### src/rtl/mem_access_stage.sv
// Memory-access pipeline stage: decodes load/store size, drives a single-outstanding
// request/ack bus with timeout, extracts load data and registers the MEM/WB outputs.
module mem_access_stage #(
  parameter int TIMEOUT = 64
) (
  input  logic        clk,
  input  logic        reset,
  input  logic [31:0] AluRes_i,
  input  logic [31:0] Op2_i,
  input  logic [31:0] PC_i,
  input  logic [31:0] Ins_i,
  input  logic        MemRd_i,
  input  logic        MemWr_i,
  input  logic        RegWr_i,
  input  logic [1:0]  MemtoReg_i,
  input  logic [4:0]  Rf_i,
  output logic        bus_req_o,
  output logic        bus_we_o,
  output logic [31:0] bus_addr_o,
  output logic [3:0]  bus_be_o,
  output logic [31:0] bus_wdata_o,
  input  logic        bus_ack_i,
  input  logic [31:0] bus_rdata_i,
  output logic        stall_o,
  output logic [31:0] MemData_o,
  output logic [31:0] AluRes_o,
  output logic [31:0] PC_o,
  output logic [1:0]  MemtoReg_o,
  output logic        RegWr_o,
  output logic [4:0]  Rf_o,
  output logic        misalign_o,
  output logic        buserr_o
);

  localparam int CNT_W = $clog2(TIMEOUT + 1);

  typedef enum logic {IDLE, REQ} state_t;
  typedef enum logic [1:0] {SZ_B, SZ_H, SZ_W} size_t;

  state_t           state;
  logic [CNT_W-1:0] cnt_p1;
  size_t            size_p1;
  logic             uns_p1;
  logic             load_p1;
  logic [1:0]       lane_p1;

  size_t      size_p0;
  logic       uns_p0;
  logic       access_p0;
  logic       store_p0;
  logic       misalign_p0;
  logic       start_p0;
  logic       timeout_hit;
  logic       unused_ins;

  function automatic logic [3:0] byte_enable(input size_t sz, input logic [1:0] a);
    case (sz)
      SZ_B:    return 4'b0001 << a;
      SZ_H:    return a[1] ? 4'b1100 : 4'b0011;
      default: return 4'b1111;
    endcase
  endfunction

  function automatic logic [31:0] store_data(input size_t sz, input logic [31:0] d);
    case (sz)
      SZ_B:    return {4{d[7:0]}};
      SZ_H:    return {2{d[15:0]}};
      default: return d;
    endcase
  endfunction

  function automatic logic [31:0] load_extract(input size_t sz, input logic uns,
                                               input logic [1:0] a, input logic [31:0] w);
    logic [31:0] shifted;
    logic [7:0]  b;
    logic [15:0] h;
    shifted = w >> {a, 3'b000};
    b = shifted[7:0];
    h = a[1] ? w[31:16] : w[15:0];
    case (sz)
      SZ_B:    return uns ? {24'b0, b} : {{24{b[7]}}, b};
      SZ_H:    return uns ? {16'b0, h} : {{16{h[15]}}, h};
      default: return w;
    endcase
  endfunction

  // Stage p0: decode the access presented by the EX/MEM register
  always_comb begin
    size_p0 = SZ_W;
    uns_p0  = 1'b0;
    case (Ins_i[31:26])
      6'h20: size_p0 = SZ_B;
      6'h24: begin size_p0 = SZ_B; uns_p0 = 1'b1; end
      6'h28: size_p0 = SZ_B;
      6'h21: size_p0 = SZ_H;
      6'h25: begin size_p0 = SZ_H; uns_p0 = 1'b1; end
      6'h29: size_p0 = SZ_H;
      default: size_p0 = SZ_W;
    endcase
  end

  assign unused_ins  = ^Ins_i[25:0];
  assign access_p0   = MemRd_i | MemWr_i;
  assign store_p0    = MemWr_i;
  assign misalign_p0 = access_p0 & (((size_p0 == SZ_W) & (AluRes_i[1:0] != 2'b00)) |
                                    ((size_p0 == SZ_H) & AluRes_i[0]));
  assign start_p0    = (state == IDLE) & access_p0 & ~misalign_p0;
  assign timeout_hit = (state == REQ) & ~bus_ack_i & (cnt_p1 == CNT_W'(TIMEOUT - 1));

  assign stall_o   = ~reset & (start_p0 | ((state == REQ) & ~bus_ack_i & ~timeout_hit));
  assign bus_req_o = ~reset & (state == REQ);

  // Stage p1: bus transaction and MEM/WB register
  always_ff @(posedge clk) begin
    if (reset) begin
      state       <= IDLE;
      cnt_p1      <= '0;
      bus_we_o    <= 1'b0;
      bus_addr_o  <= '0;
      bus_be_o    <= '0;
      bus_wdata_o <= '0;
      MemData_o   <= '0;
      AluRes_o    <= '0;
      PC_o        <= '0;
      MemtoReg_o  <= '0;
      RegWr_o     <= 1'b0;
      Rf_o        <= '0;
      misalign_o  <= 1'b0;
      buserr_o    <= 1'b0;
    end else begin
      misalign_o <= 1'b0;
      buserr_o   <= 1'b0;
      AluRes_o   <= AluRes_i;
      PC_o       <= PC_i;
      MemData_o  <= '0;
      case (state)
        IDLE: begin
          if (start_p0) begin
            state       <= REQ;
            cnt_p1      <= '0;
            bus_we_o    <= store_p0;
            bus_addr_o  <= {AluRes_i[31:2], 2'b00};
            bus_be_o    <= store_p0 ? byte_enable(size_p0, AluRes_i[1:0]) : 4'b1111;
            bus_wdata_o <= store_p0 ? store_data(size_p0, Op2_i) : '0;
            size_p1     <= size_p0;
            uns_p1      <= uns_p0;
            load_p1     <= ~store_p0;
            lane_p1     <= AluRes_i[1:0];
            RegWr_o     <= 1'b0;
            Rf_o        <= '0;
            MemtoReg_o  <= '0;
          end else begin
            misalign_o <= misalign_p0;
            RegWr_o    <= RegWr_i & ~misalign_p0;
            Rf_o       <= Rf_i;
            MemtoReg_o <= MemtoReg_i;
          end
        end
        REQ: begin
          if (bus_ack_i) begin
            state      <= IDLE;
            MemData_o  <= load_p1 ? load_extract(size_p1, uns_p1, lane_p1, bus_rdata_i) : '0;
            RegWr_o    <= RegWr_i;
            Rf_o       <= Rf_i;
            MemtoReg_o <= MemtoReg_i;
          end else if (timeout_hit) begin
            state      <= IDLE;
            buserr_o   <= 1'b1;
            RegWr_o    <= 1'b0;
            Rf_o       <= Rf_i;
            MemtoReg_o <= MemtoReg_i;
          end else begin
            cnt_p1     <= cnt_p1 + 1'b1;
            RegWr_o    <= 1'b0;
            Rf_o       <= '0;
            MemtoReg_o <= '0;
          end
        end
        default: state <= IDLE;
      endcase
    end
  end

endmodule

### config.mk
export PLATFORM = sky130hd
export DESIGN_NAME = mem_access_stage
export DESIGN_NICKNAME = d
export VERILOG_FILES = /design/src/rtl/mem_access_stage.sv
export SDC_FILE = /design/constraint.sdc
export NUM_CORES = 1
export LEC_CHECK = 0
export CAP_MARGIN = 20
export CORE_AREA = 3 3 137 139
export DETAILED_ROUTE_END_ITERATION = 10
export DIE_AREA = 0 0 140 142
export GPL_TIMING_DRIVEN = 0
export PLACE_DENSITY = 0.76
export SYNTH_ARGS = -nofsm -noshare
export SYNTH_HDL_FRONTEND = slang
export SYNTH_SLANG_ARGS = --single-unit
### constraint.sdc
create_clock -name clk -period 4.23 [get_ports clk]
set_clock_uncertainty 0.05 [all_clocks]
set_input_delay 0.423 -clock clk [delete_from_list [all_inputs] [get_ports clk]]
set_output_delay 0.423 -clock clk [all_outputs]
set_load 0.02 [all_outputs]
==> impl_metrics.csv, run 1 <==
group,metric,value,unit
synth,yosys.area_share.simple,0.1462,
clocking,post_cts_resize_count,0,
timing,rsz0062_at_grt,"false",
clocking,cts_tree,"done",
timing,period_share,0.6961,
power,leakagePower,4.136,nW
timing,finalWorstSetupSlack,1.285,ns
placement,gp_congestion,0.8041,
cells_and_area,n_antenna_cell,0,
timing,fmax,339.6,MHz
synth,synth-edff-count,6,
cells_and_area,layout.nets,1094,
critical_path,startpoint_type,"input pin",
min_path,whs_endpoint,"bus_we_o",
clocking,cts_sinks,187,
placement,port_buffers,319,
clocking,cts_max_level,4,
timing,drv_slew,0,
critical_path,crit_path_cell_trace,"clkdlybuf4s50_1, or3b_4, o22ai_4, a21oi_1, nor2_1, clkdlybuf4s50_1",
critical_path,worstReg2RegEnd,"MemData_o[12]",
grt,grt_pass1_wl,31.36,mm
route,via_per_inst,4.793,
min_path,min_from,"bus_we_o",
power,p_per_area,378.7,nW/um^2
critical_path,path_max_fanout,8,
critical_path,critPathMaxStageDelay,0.63,ns
synth,synth_area,6505,um^2
synth,avgSynthCellArea,11.20,um^2
route,wl_per_cell,17.69,um
synth,synth_warnings,0,
die,coreArea,17780,um^2
route,drc,0,
clocking,postCtsSetupBuffers,0,
die,die_h,142,um
die,start_util,0.3659,
critical_path,crit_slowest_cell,"clkdlybuf4s50_1",
placement,dpl.hpwl,15.84,mm
synth,syn_inst,581,
cells_and_area,area_delta_synth_final,62.15,%
clocking,clockBufferDepth,2,
grt,antenna_found_initial,2,
clocking,holdBufCountCts,0,
synth,synth_top_family_by_area,"compound AO/OA/AOI/OAI gates",
synth,yosysUniqueCellTypes,56,
power,peakVddDrop,0.0002625,V
power,total_power,3.995,mW
grt,grt_usage,0.2008,
synth,synth-seq-area-share,0.5847,
cells_and_area,final_cell_area,10550,um^2
die,die_w,140,um
critical_path,crit_arrival,2.47,ns
critical_path,reg2reg_depth,4,
timing,timing.setup.tns,0,ns
critical_path,r2r_slack,2.15,ns
die,dieArea,19880,um^2
critical_path,crit_required,3.76,ns
synth,synth-seq-cells,187,
critical_path,cp_common_cell,"clkdlybuf4s50_1",
clocking,clock_latency,0.42,ns
die,row_count,49,
die,io_pins,350,
flow_run,drv_cap,0,
clocking,root_buffer,"clkbuf_16",
cells_and_area,layout-drive-gt1-share,0.09013,
clocking,clk_pin_slew_worst_paths,0.07,ns
timing,finalHoldViolations,0,
critical_path,worst-path-buf-inv,2,
timing,setup_viol,0,
route,ant_nets,0,
cells_and_area,utilization,0.5932,
min_path,holdCritPathClass,"reg -> reg",
run_status,status,"finished, final reports clean",
synth,synth_fa_ha_area_frac,0.001923,
synth,async_flop_share,0,
min_path,holdPathStages,1,
grt,gr-total-overflow,0,
route,vias,5565,
grt,grt_pass1_vias,5600,
route,drt_iter0_drc,190,
timing,max_slew_margin,0.4651,
synth,synthXorXnorAreaFrac,0,
critical_path,cp-end-kind,"primary output",
clocking,cts_buffers,17,
synth,synth.area.mux_share,0.04347,
synth,synthFlopType,"dfxtp_1",
placement,dpl_cell_area,9988,um^2
route,first_pass_iters,4,
placement,pre_cts_slack,1.276,ns
timing,min_period,2.945,ns
timing,worst_pin_slew,0.7975,ns
grt,grt_max_degree,19,
critical_path,critPathKind,"in -> out",
route,drt_wl_total,20.54,mm
critical_path,worstReg2RegStart,"lane_p1[1]",
critical_path,critical_path.top_delay_family,"buffers and inverters",
synth,synth-compound-area-share,0.1793,
==> cell type report <==
cell class                 count  area [um^2]
buffer                        41        210.2
clock buffer                  17        425.4
clock inverter                14        133.9
fill                        1540         7232
inverter                      20        75.07
multi-input combinational    334         2420
sequential                   187         3804
tap                          229        286.5
timing repair buffer         319         3193
==> power breakdown <==
part           switching, mW  internal, mW
logic                  0.282         0.323
registers             0.0297          1.84
clock network          0.740         0.775
total                   1.05          2.94
==> sequential cells by signal (all words and copies together) (netlist names), 2 cells and up <==
signal,flops
cnt_p1,7
bus_be_o,4
MemtoReg_o,2
bus_wdata_o,32
Rf_o,5
PC_o,32
AluRes_o,32
lane_p1,2
size_p1,2
bus_addr_o,30
MemData_o,32
==> Yosys cell counts, types with 3 or more instances <==
cell type  instances  area [um^2]
inv_1             19        71.32
nand2_1           37        138.9
nor2_1            17        63.81
nand2b_1          19        118.9
and3_1             5        31.28
a221oi_1           8        70.07
dfxtp_1          181         3623
and2_1             8        50.05
o2bb2ai_2          8        120.1
a21oi_1           24        120.1
nand3_1            6        30.03
mux2_2             8        90.09
a211oi_1           4        30.03
a31oi_1            8        50.05
a32o_1            16        160.2
buf_2              9        45.04
buf_6              4        45.04
edfxtp_1           6        180.2
clkbuf_1          23        86.33
nor2b_1           64        400.4
o221a_2            7        78.83
o21ai_0            3        15.01
a22o_1            39        341.6
mux2i_1           17        170.2
buf_4              4        30.03
==> stage by stage <==
| step | hold WS, ns | std cells |
|---|---|---|
| floorplan | 0.3954 | 582 |
| global placement | 0.3835 | 1130 |
| detailed placement | 0.3918 | 1130 |
| CTS | 0.4128 | 1161 |
| global route | 0.4333 | 1161 |
| finish | 0.4064 | 1161 |
==> per-layer routing <==
metal | global-route usage | share of wire
met1 | 0.2341 | 0.40
met2 | 0.3477 | 0.50
met3 | 0.07897 | 0.085
met4 | 0.05252 | 0.016
met5 | 0 | 0.0011
==> cell families (layout without fill, tap and decap cells) <==
family,after synthesis,count (layout)
buffers and inverters,61,411
flip-flops,187,187
other,1,2
AND/OR/NAND/NOR,170,170
AO/OA/AOI/OAI,135,135
multiplexers,26,26
adder cells (fa/ha/maj),1,1
==> cell usage in the layout (no fill, tap or decap), types with 3 or more instances in the layout <==
cell type        Yosys  routed
a211oi_1             4       4
dfxtp_1            181     181
buf_4                4       4
edfxtp_1             6       6
clkinvlp_4           0       3
nand2_1             37      37
buf_2                9       9
a31oi_1              8       8
mux2i_1             17      17
nand3_1              6       6
o221a_2              7       7
a32o_1              16      16
clkbuf_1            23      23
nor2b_1             64      64
inv_1               19      19
clkbuf_16            0      17
nor2_1              17      17
inv_8                0       3
inv_6                0       3
nand2b_1            19      19
clkdlybuf4s50_1      0     319
and3_1               5       5
clkinv_4             0       4
o21ai_0              3       3
a21oi_1             24      24
a22o_1              39      39
a221oi_1             8       8
mux2_2               8       8
and2_1               8       8
buf_6                4       4
o2bb2ai_2            8       8
==> worst max-delay path by stage <==
| stage | from | endpoint | slack [ns] | cells past startpoint |
|---|---|---|---|---|
| after floorplan | Ins_i[27] | stall_o | 2.26 | 4 |
| after global placement | Ins_i[31] | stall_o | 1.28 | 6 |
| after detailed placement | Ins_i[31] | stall_o | 1.28 | 6 |
| after CTS | Ins_i[31] | stall_o | 1.27 | 6 |
| after global routing | reset | stall_o | 1.15 | 5 |
| final | Ins_i[31] | stall_o | 1.29 | 6 |
Power figures use the tool's default switching activity.
==> run 2: changes to the inputs <==
- CORE_AREA: 3 3 137 139 -> unset
- CORE_MARGIN: unset -> 3
- CORE_UTILIZATION: unset -> 35
- DIE_AREA: 0 0 140 142 -> unset
- clock period: 4.23 -> 2.4 ns (I/O delays scaled with it)
==> impl_metrics.csv, run 2 (synthesis results as in run 1) <==
group,metric,value,unit
run_status,status,"finished, final reports clean",
clocking,cts_max_level,4,
critical_path,crit_arrival,2.02,ns
placement,dpl.hpwl,16.01,mm
clocking,cts_buffers,17,
die,io_pins,350,
timing,finalHoldViolations,0,
timing,rsz0062_at_grt,"false",
cells_and_area,layout-drive-gt1-share,0.09325,
critical_path,cp-end-kind,"primary output",
die,die_w,142.3,um
route,drt_wl_total,20.72,mm
cells_and_area,layout.nets,1094,
clocking,root_buffer,"clkbuf_16",
die,die_h,142.3,um
flow_run,drv_cap,0,
timing,fmax,433.8,MHz
critical_path,worstReg2RegStart,"lane_p1[1]",
min_path,holdPathStages,1,
route,drt_iter0_drc,283,
power,peakVddDrop,0.0004796,V
power,p_per_area,674.5,nW/um^2
clocking,clockBufferDepth,2,
route,drc,0,
critical_path,crit_path_cell_trace,"clkdlybuf4s50_1, or3b_4, o22ai_4, a21oi_1, nor2_1, clkdlybuf4s15_1",
placement,gp_congestion,0.8597,
die,dieArea,20260,um^2
cells_and_area,n_antenna_cell,0,
grt,grt_max_degree,20,
critical_path,path_max_fanout,8,
grt,grt_pass1_wl,31.04,mm
clocking,cts_sinks,187,
die,row_count,49,
route,wl_per_cell,17.83,um
cells_and_area,final_cell_area,10590,um^2
route,ant_nets,0,
timing,worst_pin_slew,0.8390,ns
grt,antenna_found_initial,1,
clocking,cts_tree,"done",
placement,port_buffers,319,
grt,grt_pass1_vias,5596,
die,start_util,0.3597,
min_path,min_from,"AluRes_i[0]",
cells_and_area,area_delta_synth_final,62.82,%
timing,period_share,0.9606,
route,first_pass_iters,5,
min_path,whs_endpoint,"lane_p1[0]",
timing,min_period,2.305,ns
timing,drv_slew,0,
critical_path,crit_required,2.11,ns
die,coreArea,18090,um^2
min_path,holdCritPathClass,"in -> reg",
cells_and_area,layout_commonest_cell,"clkdlybuf4s50_1",
route,via_per_inst,4.806,
grt,grt_usage,0.1976,
placement,dpl_cell_area,9988,um^2
critical_path,startpoint_type,"input pin",
critical_path,crit_slowest_cell,"clkdlybuf4s50_1",
critical_path,critPathMaxStageDelay,0.44,ns
route,vias,5584,
critical_path,critPathKind,"in -> out",
critical_path,r2r_slack,0.22,ns
clocking,clk_pin_slew_worst_paths,0.07,ns
grt,gr-total-overflow,0,
cells_and_area,final_cell_mix,"clkdlybuf4s50_1 (317), dfxtp_1 (181), nor2b_1 (64)",
timing,max_slew_margin,0.4373,
placement,dp.cells,1130,
critical_path,cp-startpoint,"Ins_i[31]",
cells_and_area,fin_cells,1162,
critical_path,worstReg2RegEnd,"MemData_o[12]",
critical_path,reg2reg_depth,4,
clocking,postCtsSetupBuffers,0,
clocking,clock_latency,0.42,ns
timing,setup_viol,0,
power,leakagePower,4.172,nW
==> run 2: metrics by stage <==
stage	setup TNS, ns	power [mW]	setup WS (ns)	hold WS [ns]	util
6_report	0	7.143	0.09460	0.2225	0.5856
5_1_grt	0	7.418	0.01947	0.2278	0.5856
4_1_cts	0	7.229	0.07193	0.2919	0.5851
3_5_place_dp	-2.078	4.451	-0.2092	0.4002	0.5523
3_3_place_gp	-1.596	4.438	-0.1891	0.3833	0.5523
2_1_floorplan	0	3.831	0.6601	0.2889	-
==> run 2: critical path: cells and delay by family <==
family                 cells  cell delay [ns]
and+or+nand+nor            2             0.56
buffers and inverters      2             0.78
AOI/OAI and AO/OA          2             0.43
==> run 2: cell type report <==
cell class / instances / area, um^2
repair buffers: 319 / 3196
flip-flops and latches: 187 / 3804
multi-input cells: 334 / 2426
inverters: 20 / 75.07
clock buffers: 18 / 439.2
plain buffers: 41 / 211.5
clock inverters: 14 / 153.9
well taps: 229 / 286.5
fillers: 1503 / 7495
==> run 2: worst max-delay path by stage <==
stage	to	slack [ns]	cells past startpoint
finish	stall_o	0.09	6
global route	stall_o	0.02	6
CTS	stall_o	0.07	6
detailed placement	stall_o	-0.21	5
global placement	stall_o	-0.19	6
floorplan	cnt_p1[5]	0.66	5
==> run 2: power breakdown <==
part | internal, mW | leakage [nW] | switching [mW] | total [mW]
logic | 0.570 | 2.35 | 0.500 | 1.07
clock network | 1.42 | 0.288 | 1.35 | 2.77
registers | 3.25 | 1.54 | 0.0533 | 3.30
==> run 2: routing by layer <==
layer  share of wire  track usage  vias up
met3           0.090      0.07661       24
met4           0.014      0.05103        2
met1            0.39       0.2298     2581
li1                -            -     2729
met2            0.50       0.3424      248
met5         0.00063            0        -
==> run 2: what timing repair did <==
action	4_1_cts	5_1_grt
hold buffers	0	0
gates resized for setup	2	3
setup endpoints to repair	1	1
pin swaps	0	0
==> run 3: changes to the inputs <==
- CTS_CLUSTER_SIZE: unset -> 24
==> results of run 3 <==
The final DEF is identical to that of run 2; final timing and power are the same.
==> patch 1, RTL diff (settings of run 3) <==
Take the reset off `AluRes_o` and load it in a clocked block of its own.
--- a/src/rtl/mem_access_stage.sv
+++ b/src/rtl/mem_access_stage.sv
@@ -120,7 +120,6 @@
       bus_be_o    <= '0;
       bus_wdata_o <= '0;
       MemData_o   <= '0;
-      AluRes_o    <= '0;
       PC_o        <= '0;
       MemtoReg_o  <= '0;
       RegWr_o     <= 1'b0;
@@ -130,7 +129,6 @@
     end else begin
       misalign_o <= 1'b0;
       buserr_o   <= 1'b0;
-      AluRes_o   <= AluRes_i;
       PC_o       <= PC_i;
       MemData_o  <= '0;
       case (state)
@@ -181,5 +179,9 @@
     end
   end
 
+  always_ff @(posedge clk) begin
+    AluRes_o <= AluRes_i;
+  end
+
 endmodule
 
Formal check against the unedited RTL: not equivalent (a bounded check fails within 4 cycles, from zero or initial values and one cycle with reset high).
==> patch 1 against run 3 <==
  * Combinational power shrank 5%
  * Area after synthesis is 2.2% lower
  * Final area fell by 1.5%
  * Sequential cell count stayed put
  * Routed wire length decreased by 1.9%
  * Count of clock-buffer cells in the layout is the same
  * First-iteration DRC count shrank 16%
  * Worst setup slack improved by 0.060 ns
  * Final cell count decreased by 2.7%
  * Core utilization grew 0.95 points
  * Total power decreased by 0.92%
  * Clock power about the same
  * Critical path type is now flip-flop to output port
==> patch 1: results (changes against run 3) <==
[run_status]
status = finished, final reports clean

[worst_setup_path]
worstReg2RegEnd = MemData_o[27]
slowest_delay_ns = 0.49  ; +0.05 ns
critPathMaxFanout = 7  ; -1
cpMaxStageDelayCell = nor2_1
crit_family = simple AND/OR/NAND/NOR gates
r2r_setup_slack_ns = 0.32  ; +0.10 ns
r2r_cells = 6  ; +2

[place]
portBuffers = 320  ; +0.31%
place_area_um2 = 9850  ; -1.4%
placed_cells = 1099  ; -2.7%
post-place-ws_ns = -0.235  ; -0.0262 ns
dp_hpwl_um = 15600  ; -2.4%

[sta]
slew_headroom = 0.440  ; +0.00228
holdWs_ns = 0.235  ; +0.0128 ns

[drt]
via_count = 5428  ; -2.8%
wire_per_inst_um = 18.0  ; +0.77%

[yosys]
synth_common_cells = dfxtp_1, nand2_1, a22o_1
avgSynthCellArea_um2 = 11.5  ; +2.8%
yosysUniqueCellTypes = 50  ; -11%
synth_area_leaders = dfxtp_1, a22o_1, o2bb2ai_2, mux2i_1, nor2b_1

[cells_and_area]
n_fill_cell = 1454  ; -3.3%
final_area_um2 = 10400  ; -1.5%
drive_gt1_frac = 0.0960  ; +0.00278

[global_route]
antenna_found_initial = 0  ; -1
grt_pass1_vias = 5723  ; +2.3%
grt_usage = 0.203  ; +0.00506
grt_pass1_wl_um = 31700  ; +2.2%

[hold_path]
hp-start = AluRes_i[3]

[power]
leakagePower_uw = 0.00405  ; -2.8%

## patch 1: worst max-delay path by stage
stage,startpoint,end,slack [ns],depth (start not counted)
after global placement,AluRes_i[0],bus_addr_o[7],-0.19,6
final,state,stall_o,0.15,4
after detailed placement,AluRes_i[0],bus_addr_o[14],-0.24,6
after CTS,state,stall_o,0.05,5
after global routing,state,stall_o,0.01,5
after floorplan,lane_p1[1],MemData_o[22],0.80,6
## patch 1: area by class of cell
type / count / area [um2] / share of cell area
clock inverters: 14 / 148 / 0.0141
well taps: 225 / 282 / 0.0270
plain buffers: 36 / 169 / 0.0162
clock buffers: 18 / 429 / 0.0411
repair buffers: 320 / 3200 / 0.307
multi-input cells: 316 / 2350 / 0.225
inverters: 15 / 56.3 / 0.00540
flip-flops and latches: 187 / 3800 / 0.364
## patch 1: layer usage
layer	global-route usage	share of wire	wire length (um)	vias up
met5	0	0	0	-
met4	0.0546	0.016	323	0
met3	0.0712	0.088	1790	30
met2	0.346	0.48	9840	235
met1	0.243	0.41	8370	2514
li1	-	-	-	2649
## patch 1: cells by family after synthesis
logic type	after synthesis	share of synthesized area
compound gates	138	0.183
xor+xnor	3	0.00413
fa+ha+maj	1	0.00197
buf+inv	51	0.0354
flops	187	0.598
mux	40	0.0676
other cells	1	0.000589
simple gates	132	0.110
## patch 1: report_power, final
| part | switching (uW) | total [uW] | internal, uW |
|---|---|---|---|
| sequential | 55.3 | 3300 | 3250 |
| clock | 1360 | 2760 | 1400 |
| combinational | 479 | 1020 | 543 |
## patch 1: what timing repair did
action | in CTS | in global routing
cloned | 0 | 0
hold buffers | 0 | 0
endpoints found under the setup margin | 1 | 1
gates resized for setup | 1 | 2
buffers inserted | 0 | 0
## patch 1: worst reg2reg max path, stage by stage (launching register included)
cell,delay [ns]
edfxtp_1,0.41
buf_2,0.22
nand2_1,0.07
o21ai_0,0.14
o211ai_1,0.60
buf_2,0.36
a21oi_1,0.10
## patch 1: metrics by stage
stage / power (uW) / util
6_report: 7080 / 0.595
5_1_grt: 7350 / 0.595
4_1_cts: 7160 / 0.595
3_5_place_dp: 4400 / 0.562
3_3_place_gp: 4390 / 0.562
2_1_floorplan: 3790 / -
==> patch 2, RTL diff (config.mk and constraints of run 3) <==
Without the edit above. Set the parameter `TIMEOUT` to 128 (it was 64).
--- a/src/rtl/mem_access_stage.sv
+++ b/src/rtl/mem_access_stage.sv
@@ -1,7 +1,7 @@
 // Memory-access pipeline stage: decodes load/store size, drives a single-outstanding
 // request/ack bus with timeout, extracts load data and registers the MEM/WB outputs.
 module mem_access_stage #(
-  parameter int TIMEOUT = 64
+  parameter int TIMEOUT = 128
 ) (
   input  logic        clk,
   input  logic        reset,
Function: not settled (the Yosys comparison gave no result); the edit may change what the design does.
==> patch 2 against run 3 <==
  * Register-to-register slack better by 0.03 ns
  * Sequential cell count increased by 1
  * Area after synthesis rose by 5.7%
  * Worst setup slack improved by 0.010 ns
  * Final cell count increased by 7.0%
  * Via count increased by 4.0%
  * Critical endpoint unchanged
  * Total power is 1.2% higher
  * Routed wire length rose by 2.5%
  * Die area increased by 5.5%
  * Final area rose by 4.3%
==> patch 2: results (changes against run 3) <==
[worst_setup_path]
critPathMaxFanout = 10  ; +2
worstReg2RegEnd = MemData_o[8]
r2r_cells = 5  ; +1
cp.arrival_ns = 2.00  ; -0.02 ns
r2r_setup_slack_ns = 0.25  ; +0.03 ns
slowest_delay_ns = 0.47  ; +0.03 ns

[yosys]
yosysSeqAreaShare = 0.556  ; -0.0288
yosysUniqueCellTypes = 51  ; -8.9%
avgSynthCellArea_um2 = 11.0  ; -2.2%

[drt]
viasPerCell = 4.67  ; -2.8%
met2_length_um = 10300  ; -0.87%
wire_per_inst_um = 17.1  ; -4.1%
wl_met1_um = 8620  ; +5.5%
drt_iter0_markers = 196  ; -31%

[cts]
cts.sinks = 188  ; +0.53%
cts_resized = 8  ; +6

[power]
leakagePower_uw = 0.00432  ; +3.5%
ir_drop_uv = 470  ; -2.0%
p_clk_frac = 0.385  ; -0.003
p_int_uw = 5290  ; +0.81%
power_frac_seq = 0.460  ; -0.003

[global_route]
antenna_found_initial = 0  ; -1
grt_pass1_wl_um = 33700  ; +8.6%
grt_use_met2 = 0.332  ; -0.0101
grt_max_degree = 21  ; +5.0%
met3_usage = 0.0788  ; +0.00222
grt.met1_usage = 0.235  ; +0.00566

[hold_path]
hold_end = PC_o[18]
hp-start = PC_i[18]
min_path_cells = 2  ; +1

[place]
portBuffers = 320  ; +0.31%
place.gp.congestion = 0.838  ; -2.5%
placed_cells = 1209  ; +7.0%

[sta]
tightest_slew_ns = 0.799  ; -0.0398 ns

[cells_and_area]
inv_count = 28  ; +40%
n_fill_cell = 1658  ; +10%
drive_gt1_frac = 0.122  ; +0.0288
multi_input_cells = 369  ; +10%
seq_area_um2 = 3820  ; +0.53%
nets = 1144  ; +4.6%

[run_status]
status = finished, final reports clean

[patch 2: cell count changes after synthesis, sizes merged, moves of 7 or more]
| cell | run 3 | this run |
|---|---|---|
| a22o | 39 | 16 |
| or2b | 0 | 7 |
| inv | 20 | 28 |
| o2bb2ai | 8 | 0 |
| mux2i | 17 | 9 |
| and2 | 8 | 1 |
| mux2 | 8 | 45 |
| nor2b | 64 | 96 |
[patch 2: stage by stage]
stage	util	hold WS [ns]	worst slack [ns]	area (um2)	setup TNS (ns)
global route	0.581	0.292	0.0165	11000	0
CTS	0.581	0.291	0.0697	11000	0
floorplan	-	0.289	0.499	6880	0
global placement	0.547	0.383	-0.452	10400	-1.40
finish	0.581	0.312	0.105	11000	0
detailed placement	0.547	0.391	-0.472	10400	-1.65
[patch 2: cells by family after synthesis]
kind of cell,count (synthesis),share of synthesized area
compound gates,107,0.128
fa+ha+maj,2,0.00327
buf+inv,72,0.0497
flops,188,0.556
mux,55,0.0961
other cells,1,0.000545
simple gates,203,0.167
